`src/rtl/lb_dispatch_pkg.sv`:
```
// Shared types and helpers for the load-balancer dispatch blocks.
package lb_dispatch_pkg;

  // Holding-register occupancy.
  typedef enum logic {
    ST_EMPTY = 1'b0,
    ST_FULL  = 1'b1
  } state_t;

  // Ceiling log2; returns 0 for values of 0 or 1.
  function automatic int clog2(input int value);
    int result;
    result = 0;
    for (int i = 0; i < 31; i++) begin
      if ((1 << i) < value) result = i + 1;
    end
    return result;
  endfunction

  // Number of lanes addressed by a lane index of the given width.
  function automatic int lane_count(input int sel_bits);
    return 1 << sel_bits;
  endfunction

endpackage

```
`src/rtl/upcounter.sv`:
```
// Free-running up counter with enable; wraps naturally at all-ones.
module upcounter #(
  parameter int COUNT_BITS = 2
) (
  input  logic                  clk,
  input  logic                  resetn,
  input  logic                  enable,
  output logic [COUNT_BITS-1:0] count,
  output logic                  max_tick
);

  // Count register: advance by one whenever enabled.
  always_ff @(posedge clk) begin
    // NOTE: registers take non-blocking assignments so every flop samples
    // pre-edge values and the simulation matches the synthesized netlist.
    if (!resetn) begin
      count <= '0;
    end else if (enable) begin
      count <= count + COUNT_BITS'(1);
    end
  end

  assign max_tick = &count;

endmodule

```
`src/rtl/rr_dispatcher.sv`:
```
// Round-robin dispatcher: one input stream, one-entry holding register,
// words handed to 2^SEL_BITS lanes in strict rotation with stall skipping.
module rr_dispatcher
  import lb_dispatch_pkg::*;
#(
  parameter int DATA_BITS   = 32,
  parameter int SEL_BITS    = 2,
  parameter int STALL_LIMIT = 4
) (
  input  logic                     clk,
  input  logic                     resetn,
  input  logic                     s_valid,
  output logic                     s_ready,
  input  logic [DATA_BITS-1:0]     s_data,
  output logic [(1<<SEL_BITS)-1:0] m_valid,
  input  logic [(1<<SEL_BITS)-1:0] m_ready,
  output logic [DATA_BITS-1:0]     m_data,
  output logic [SEL_BITS-1:0]      m_sel,
  output logic                     round_tick
);

  localparam int LANES      = lane_count(SEL_BITS);
  localparam int STALL_BITS = (clog2(STALL_LIMIT + 1) < 1) ? 1 : clog2(STALL_LIMIT + 1);
  localparam bit SKIP_EN    = (STALL_LIMIT != 0);
  // Stall count value in the last refused cycle before the pointer moves on.
  localparam logic [STALL_BITS-1:0] STALL_LAST =
    STALL_BITS'((STALL_LIMIT == 0) ? 0 : STALL_LIMIT - 1);

  state_t                state_q;
  state_t                state_d;
  logic [DATA_BITS-1:0]  hold_q;
  logic [STALL_BITS-1:0] stall_cnt;
  logic [SEL_BITS-1:0]   sel;
  logic                  max_tick;
  logic                  full;
  logic                  lane_ready;
  logic                  fire;
  logic                  skip;
  logic                  accept;
  logic                  advance;

  // Outputs are forced idle while reset is held, even before the first edge.
  assign full       = resetn & (state_q == ST_FULL);
  assign lane_ready = m_ready[sel];
  assign fire       = full & lane_ready;
  assign skip       = SKIP_EN & full & ~lane_ready & (stall_cnt == STALL_LAST);
  assign s_ready    = resetn & (~full | fire);
  assign accept     = s_valid & s_ready;
  assign advance    = fire | skip;

  assign m_valid    = full ? (LANES'(1) << sel) : '0;
  assign m_data     = hold_q;
  assign m_sel      = sel;
  assign round_tick = fire & max_tick;

  // Lane pointer; advances once per handoff or skip.
  upcounter #(
    .COUNT_BITS(SEL_BITS)
  ) u_lane_ptr (
    .clk     (clk),
    .resetn  (resetn),
    .enable  (advance),
    .count   (sel),
    .max_tick(max_tick)
  );

  // FSM state register.
  always_ff @(posedge clk) begin
    if (!resetn) state_q <= ST_EMPTY;
    else         state_q <= state_d;
  end

  // FSM next state: fill on accept, drain when a handoff is not refilled.
  always_comb begin
    // NOTE: default assigned first so no path leaves state_d unassigned,
    // which would infer a latch.
    state_d = state_q;
    unique case (state_q)
      ST_EMPTY: if (accept)          state_d = ST_FULL;
      ST_FULL:  if (fire && !accept) state_d = ST_EMPTY;
      default:                       state_d = ST_EMPTY;
    endcase
  end

  // Holding register: capture each accepted word.
  always_ff @(posedge clk) begin
    // NOTE: this datapath register is reset on purpose so m_data reads 0
    // out of reset and a discarded word can never reappear.
    if (!resetn)     hold_q <= '0;
    else if (accept) hold_q <= s_data;
  end

  // Stall counter: consecutive refused cycles on the current lane.
  always_ff @(posedge clk) begin
    if (!resetn) begin
      stall_cnt <= '0;
    end else if (!full || fire || skip) begin
      stall_cnt <= '0;
    end else if (SKIP_EN) begin
      stall_cnt <= stall_cnt + STALL_BITS'(1);
    end
  end

endmodule

```
`config.mk`:
```
export PLATFORM = sky130hd
export DESIGN_NAME = rr_dispatcher
export DESIGN_NICKNAME = d
export VERILOG_FILES = /design/src/rtl/lb_dispatch_pkg.sv /design/src/rtl/upcounter.sv /design/src/rtl/rr_dispatcher.sv
export SDC_FILE = /design/constraint.sdc
export NUM_CORES = 1
export LEC_CHECK = 0
export BUFFER_PORTS_ARGS = -buffer_cell sky130_fd_sc_hd__buf_2
export CAP_MARGIN = 10
export CORE_ASPECT_RATIO = 1.75
export CORE_MARGIN = 2
export CORE_UTILIZATION = 47
export CTS_BUF_LIST = sky130_fd_sc_hd__clkbuf_8
export DETAILED_ROUTE_END_ITERATION = 16
export PLACE_DENSITY = 0.81
export SYNTH_ARGS = -nofsm -noshare
export SYNTH_HDL_FRONTEND = slang
export SYNTH_HIERARCHICAL = 1
export SYNTH_SLANG_ARGS = --single-unit
```
`constraint.sdc`:
```
create_clock -name clk -period 2 [get_ports clk]
set_input_delay 0.3 -clock clk [delete_from_list [all_inputs] [get_ports clk]]
set_output_delay 0.3 -clock clk [all_outputs]
set_load 0.02 [all_outputs]
```
==> summary.md, run 1 <==
| Metric | Value |
|---|---|
| Power Density | 762 mW/mm2 |
| Vias per inst | roughly 4.7 |
| Largest net degree at the start of global routing | between 40 and 50 |
| Req. time, crit path | 1700 ps |
| Row cnt | 28 |
| Setup CP Type | reg -> out |
| Initial antenna violation count | 0 |
| Worst Path Buf+Inv | 1 |
| N_diodes | 0 |
| Peak VDD IR | 0.576 mV |
| DRC Markers | 0 |
| PortBufs | 78 |
| Critical Path AT | about 1600 ps |
| Core Box Area | approximately 0.0034 mm2 |
| First-pass GRT wire length | about 5300 um |
| Fin. max-slew vios | 0 |
| Setup TNS | 0 ps |
| Yosys reg bits | 38 |
| Post-CTS Setup Inserts | 0 |
| Syn_nets | between 200 and 250 |
| Hold_buf cts | 0 |
| Area delta synth->final | 28.5% |
| Crit path max-delay family | multiplexers |
| Worst Clk Skew | between 2 and 3 ps |
| Post-synth top area share | 0.460 |
| Slew @ Worst Pin | approximately 350 ps |
| Fill count | between 300 and 400 |
| Clock transition at the registers of the reported paths | approximately 70 ps |
| Die width | between 40 and 50 um |
| Syn avg cell area | just over 9 um2 |
| Max-cap violations | 0 |
| P_leak | 1.12 nW |
| Starting density of the core | 0.491 |
| Worst Setup Start Kind | register |
| Gr ovfl total | 0 |
| Post-route ant nets | 0 |
| Vias in the first global route | 1,289 |
| Root buffer cell | clkbuf_8 |
| Final Cycle Share | 0.965 |
| Cts bufs inserted | 5 |
| Hpwl dp | around 2500 um |
| I/O pins | 79 |
| Routed WL | ~3300 um |
| Post-Synthesis Cells | 177 |
| CP max-delay cell | mux4_2 |
| CP Cell Sequence | mux4_2 > and4_1 > buf_2 |
| Die Y | approximately 80 um |
| Syn. warnings | 6 |
| Crit. End Element | primary output |
| CP peak stage delay | 570 ps |
| Hold Vio Cnt, Final | 0 |
| DRT Pass-1 Iters | 4 |
| Synth area leaders | dfxtp_1 (46%), mux2i_1 (20%), nand2_1 (15%), buf_12 (3.6%), ha_1 (2.3%) |
| Period minus WS final | between 1500 and 2000 ps |
| Setup-failing EPs final | 0 |
| DR WL/cell | between 10 and 15 um |
| Initial detailed-routing violation count | 14 |
| Maximum clock path buffer count | 2 |
| Detailed-route via count | roughly 1,400 |
| RSZ-0062 raised after global routing | no |
| Max Fclk | 518 MHz |
| TritonCTS clock tree | yes |
| H-tree Lvls | 2 |
| Die ar. | 0.00403 mm2 |
| GRT Total Usage | 0.172 |
| Sequential area share after synthesis | 0.460 |
| GP Congestion | around 0.8 |
| Crit Path Max Fanout | 6 |
| Netlist cell types | 22 |
| Final nets | just under 300 |
| Clk sinks | 38 |
| Post-Syn Area | 0.00165 mm2 |
| Dominant cell type by area after synthesis | dfxtp_1 |
| Outcome | finished clean |
| Max_slew headroom | 0.764 |
| Fin util | 0.631 |
| Worst hold path class | in -> reg |
| Clock latency on the worst-skew pair | ~280 ps |
| Share of layout cells above drive strength 1 | 0.366 |
registers in the layout, summed over array words and instances (netlist names):
register	cells
state_q	1
u_lane_ptr/count	2
stall_cnt	3
m_data	32
cell usage in the layout, fill, tap and decap left out, drive strengths merged:
master | netlist | routed
nand3b | 1 | 1
o21a | 1 | 1
nand3 | 1 | 1
buf | 5 | 81
o221a | 1 | 1
ha | 3 | 3
nor2 | 9 | 9
xor2 | 1 | 1
mux4 | 1 | 1
nor2b | 3 | 3
and2 | 1 | 1
inv | 3 | 4
clkbuf | 7 | 6
mux2 | 2 | 2
and4 | 1 | 1
mux2i | 33 | 33
clkinv | 0 | 1
nand2 | 65 | 65
or3 | 1 | 1
dfxtp | 38 | 38
cells by family after synthesis:
| group | after synthesis | share of synthesized area |
|---|---|---|
| buffers and inverters | 15 | 0.0689 |
| adder cells (fa/ha/maj) | 3 | 0.0227 |
| AO/OA/AOI/OAI | 2 | 0.0114 |
| AND/OR/NAND/NOR | 82 | 0.200 |
| multiplexers | 36 | 0.232 |
| flip-flops | 38 | 0.460 |
| XOR/XNOR | 1 | 0.00530 |
worst paths after layout:
path	depth (start not counted)	startpoint	endpoint	slack, ps
worst max-delay path	3	u_lane_ptr/count[0]$_SDFFE_PN0P_	round_tick	70
worst min-delay path	2	s_valid	state_q$_SDFF_PN0_	250
worst max register to register	4	u_lane_ptr/count[1]$_SDFFE_PN0P_	m_data[24]$_SDFFE_PN0P_	390
worst min register to register	1	stall_cnt[0]$_SDFF_PP0_	stall_cnt[0]$_SDFF_PP0_	420
area by class of cell:
class,count,area [um2],share of cell area
multi-input cells,124,777,0.366
flip-flops and latches,38,762,0.359
repair buffers,81,425,0.200
clock buffers,6,82.6,0.0389
well taps,45,56.3,0.0265
inverters,3,11.3,0.00530
clock inverters,2,8.76,0.00412
report_power, final:
group / leakage [nW] / switching (W) / total (W) / internal [W]
Combinational: 0.753 / 0.000156 / 0.000273 / 0.000117
Clock: 0.0524 / 0.000245 / 0.000517 / 0.000273
Sequential: 0.313 / 0.0000237 / 0.000827 / 0.000804
metal layers:
metal  global-route usage  vias to the layer above  wire length (um)
met3               0.0486                        6               165
met4                0.109                        0                74
met1                0.159                      637              1270
li1                     -                      718                 -
met2                0.329                       45              1830
met5                    0                        -                 0
stage by stage:
stage | power [W] | area, um2 | hold slack [ps] | cells | worst slack (ps)
floorplan | 0.00103 | 1650 | 399 | 177 | 273
global placement | 0.00111 | 2030 | 411 | 291 | 246
detailed placement | 0.00112 | 2030 | 423 | 291 | 180
CTS | 0.00164 | 2120 | 240 | 299 | 28.6
global route | 0.00170 | 2120 | 252 | 299 | 29.5
finish | 0.00162 | 2120 | 250 | 299 | 70.1
Yosys cell counts, drive strengths merged:
| library cell | number |
|---|---|
| o221a | 1 |
| and4 | 1 |
| or3 | 1 |
| nor2 | 9 |
| nor2b | 3 |
| xor2 | 1 |
| inv | 3 |
| mux2 | 2 |
| ha | 3 |
| dfxtp | 38 |
| clkbuf | 7 |
| mux2i | 33 |
| buf | 5 |
| and2 | 1 |
| o21a | 1 |
| nand3b | 1 |
| nand3 | 1 |
| mux4 | 1 |
| nand2 | 65 |
timing repair:
action | CTS | global route
gates cloned | 0 | 0
resized for setup | 2 | 1
pin swaps | 0 | 0
endpoints found under the hold margin | 0 | 0
endpoints found under the setup margin | 2 | 1
Power figures use the tool's default switching activity.
==> inputs of run 2 (changes only) <==
--- a/config.mk
+++ b/config.mk
@@ -14,4 +14,5 @@
 export DETAILED_ROUTE_END_ITERATION = 16
 export PLACE_DENSITY = 0.81
+export REMOVE_ABC_BUFFERS = 1
 export SYNTH_ARGS = -nofsm -noshare
 export SYNTH_HDL_FRONTEND = slang
==> constraint.sdc (replaced) <==
create_clock -name clk -period 2 [get_ports clk]
set_input_delay 0.4 -clock clk [delete_from_list [all_inputs] [get_ports clk]]
set_output_delay 0.4 -clock clk [all_outputs]
set_load 0.02 [all_outputs]
==> run 2 against run 1 <==
  * Sequential power about the same
  * Clock power grew 1%
  * Fmax is 0.71% lower
  * First-iteration DRC count is 7.1% lower
  * Power up 0.67%
  * Die area unchanged
  * Worst setup slack got worse by 14 ps
  * Via count up 2.1%
  * Worst hold slack better by 100 ps
  * Global-route usage increased by 0.25 points
  * Register-to-register slack about the same
  * Combinational power is 2% higher
==> summary.md, run 2 (synthesis results as in run 1) <==
| Metric | Value |
|---|---|
| Setup-failing EPs final | 0 (unchanged) |
| Detailed-route via count | 1,436 (was 1,406) |
| Final Cycle Share | 0.972 (was 0.965) |
| Outcome | finished clean (unchanged) |
| Setup CP Type | reg -> out (unchanged) |
| CP peak stage delay | 540 ps (was 570 ps) |
| Initial antenna violation count | 0 (unchanged) |
| Worst hold path class | in -> reg (unchanged) |
| Die Y | 82.4 um (unchanged) |
| Vias in the first global route | 1,357 (was 1,289) |
| Req. time, crit path | 1600 ps (was 1700 ps) |
| Peak VDD IR | 0.461 mV (was 0.576 mV) |
| DR WL/cell | 11.5 um (was 11.2 um) |
| NetSw | 0.000433 W (was 0.000425 W) |
| Sequential Power Share | 0.508 (was 0.511) |
| H-tree Lvls | 2 (unchanged) |
| Row cnt | 28 (unchanged) |
| Largest net degree at the start of global routing | 53 (was 41) |
| Fin. max-slew vios | 0 (unchanged) |
| TritonCTS clock tree | yes (unchanged) |
| Clk sinks | 38 (unchanged) |
| R2r setup slk | 390 ps (about the same) |
| Final nets | 298 (was 295) |
| Routed WL | 3490 um (was 3350 um) |
| Critical Path AT | 1540 ps (was 1630 ps) |
| Starting density of the core | 0.491 (unchanged) |
| N_diodes | 0 (unchanged) |
| Most frequent cells in the layout | buf_2 (78), nand2_1 (65), dfxtp_1 (37) (unchanged) |
| Maximum clock path buffer count | 2 (unchanged) |
| Initial detailed-routing violation count | 13 (was 14) |
| PortBufs | 78 (unchanged) |
| Switching Share | 0.266 (was 0.263) |
| Die width | 48.8 um (unchanged) |
| P_leak | 1.13 nW (was 1.12 nW) |
| Die ar. | 0.00403 mm2 (unchanged) |
| Int Pwr | 0.00120 W (was 0.00119 W) |
| Cts bufs inserted | 5 (unchanged) |
| Post-route ant nets | 0 (unchanged) |
| Gr ovfl total | 0 (unchanged) |
| RSZ-0062 raised after global routing | yes (was no) |
| DP Cell Count | 292 (was 291) |
| Post-DP Area | 0.00204 mm2 (was 0.00203 mm2) |
| Layout Cells excl Fill | 302 (was 299) |
| First-pass GRT wire length | 5350 um (was 5330 um) |
| GP Congestion | 0.721 (was 0.788) |
| Finished Cell Area | 0.00215 mm2 (was 0.00212 mm2) |
| Commonest non-fill, non-tap cell in the layout | buf_2 (unchanged) |
| GRT Total Usage | 0.174 (was 0.172) |
| Clock transition at the registers of the reported paths | 70 ps (about the same) |
| Clock share of power | 0.321 (was 0.320) |
| Core Box Area | 0.00336 mm2 (unchanged) |
| Share of layout cells above drive strength 1 | 0.374 (was 0.366) |
| Crit Path Max Fanout | 3 (was 6) |
| Max-cap violations | 0 (unchanged) |
| Area delta synth->final | 30.0% (was 28.5%) |
| Hpwl dp | 2590 um (was 2530 um) |
| Max reg flops | 32 (unchanged) |
| Hold Vio Cnt, Final | 0 (unchanged) |
| I/O pins | 79 (unchanged) |
| Crit. End Element | primary output (unchanged) |
| CP max-delay cell | mux4_2 (unchanged) |
| Slew @ Worst Pin | 467 ps (was 354 ps) |
| Worst Clk Skew | 4.16 ps (was 2.85 ps) |
| Fill count | 344 (was 324) |
| Logic pwr share | 0.171 (was 0.169) |
| CP Cell Sequence | mux4_2 > and4_1 > buf_2 (unchanged) |
| DRT Pass-1 Iters | 5 (was 4) |
| Worst Setup Start Kind | register (unchanged) |
| Root buffer cell | clkbuf_8 (unchanged) |
| Max_slew headroom | 0.689 (was 0.764) |
| Period minus WS final | 1940 ps (was 1930 ps) |
| Power Density | 758 mW/mm2 (was 762 mW/mm2) |
| Vias per inst | 4.75 (was 4.70) |
| Power Total | 0.00163 W (was 0.00162 W) |
| DRC Markers | 0 (unchanged) |
| Max Fclk | 514 MHz (was 518 MHz) |
| Clock latency on the worst-skew pair | 280 ps (about the same) |
| Fin util | 0.639 (was 0.631) |
## run 2: power by group through the flow
| stage | Combinational, W | Sequential [W] | Clock [W] |
|---|---|---|---|
| floorplan | 0.0000991 | 0.000898 | 0 |
| global placement | 0.000271 | 0.000844 | 0 |
| detailed placement | 0.000276 | 0.000845 | 0 |
| CTS | 0.000279 | 0.000827 | 0.000550 |
| global route | 0.000303 | 0.000832 | 0.000577 |
| finish | 0.000278 | 0.000827 | 0.000524 |
## run 2: stage by stage
step / setup TNS, ps / worst slack, ps / hold slack, ps
after floorplan: -10590 / -331 / 399
after global placement: 0 / 146 / 407
after detailed placement: 0 / 143 / 436
after CTS: 0 / 10.4 / 340
after global routing: -8.44 / -8.44 / 346
final: 0 / 56.3 / 351
## run 2: cell type report
class	count	area, um2	area share
clock inverters	2	8.76	0.00408
inverters	3	11.3	0.00524
multi-input cells	124	777	0.362
flip-flops and latches	38	764	0.356
well taps	45	56.3	0.0262
repair buffers	84	448	0.209
clock buffers	6	82.6	0.0384
## run 2: what timing repair did
item                       4_1_cts  5_1_grt
pin swaps                        0        0
cloned                           0        0
buffers inserted                 1        1
setup endpoints to repair        2        2
hold endpoints to repair         0        0
hold buffers                     0        0
gates resized for setup          4        0
## run 2: metal layers
| layer | wire, um | GRT usage |
|---|---|---|
| met1 | 1290 | 0.154 |
| met2 | 1880 | 0.327 |
| met3 | 182 | 0.0540 |
| met4 | 134 | 0.134 |
| met5 | 0 | 0 |
## run 2: path summary, 6_finish.rpt
kind                                 endpoint  cells past startpoint                             start
min                        state_q$_SDFF_PN0_                      2                           s_valid
min reg2reg           stall_cnt[0]$_SDFF_PP0_                      1           stall_cnt[0]$_SDFF_PP0_
max reg2reg  u_lane_ptr/count[0]$_SDFFE_PN0P_                      6  u_lane_ptr/count[0]$_SDFFE_PN0P_
max                                round_tick                      3  u_lane_ptr/count[0]$_SDFFE_PN0P_
## run 2: worst max-delay path: cells and delay by family, from the launching register on
kind / cells / cell delay, ps
buffers and inverters: 1 / 150
multiplexers: 1 / 540
AND/OR/NAND/NOR: 1 / 220
flip-flops: 1 / 360
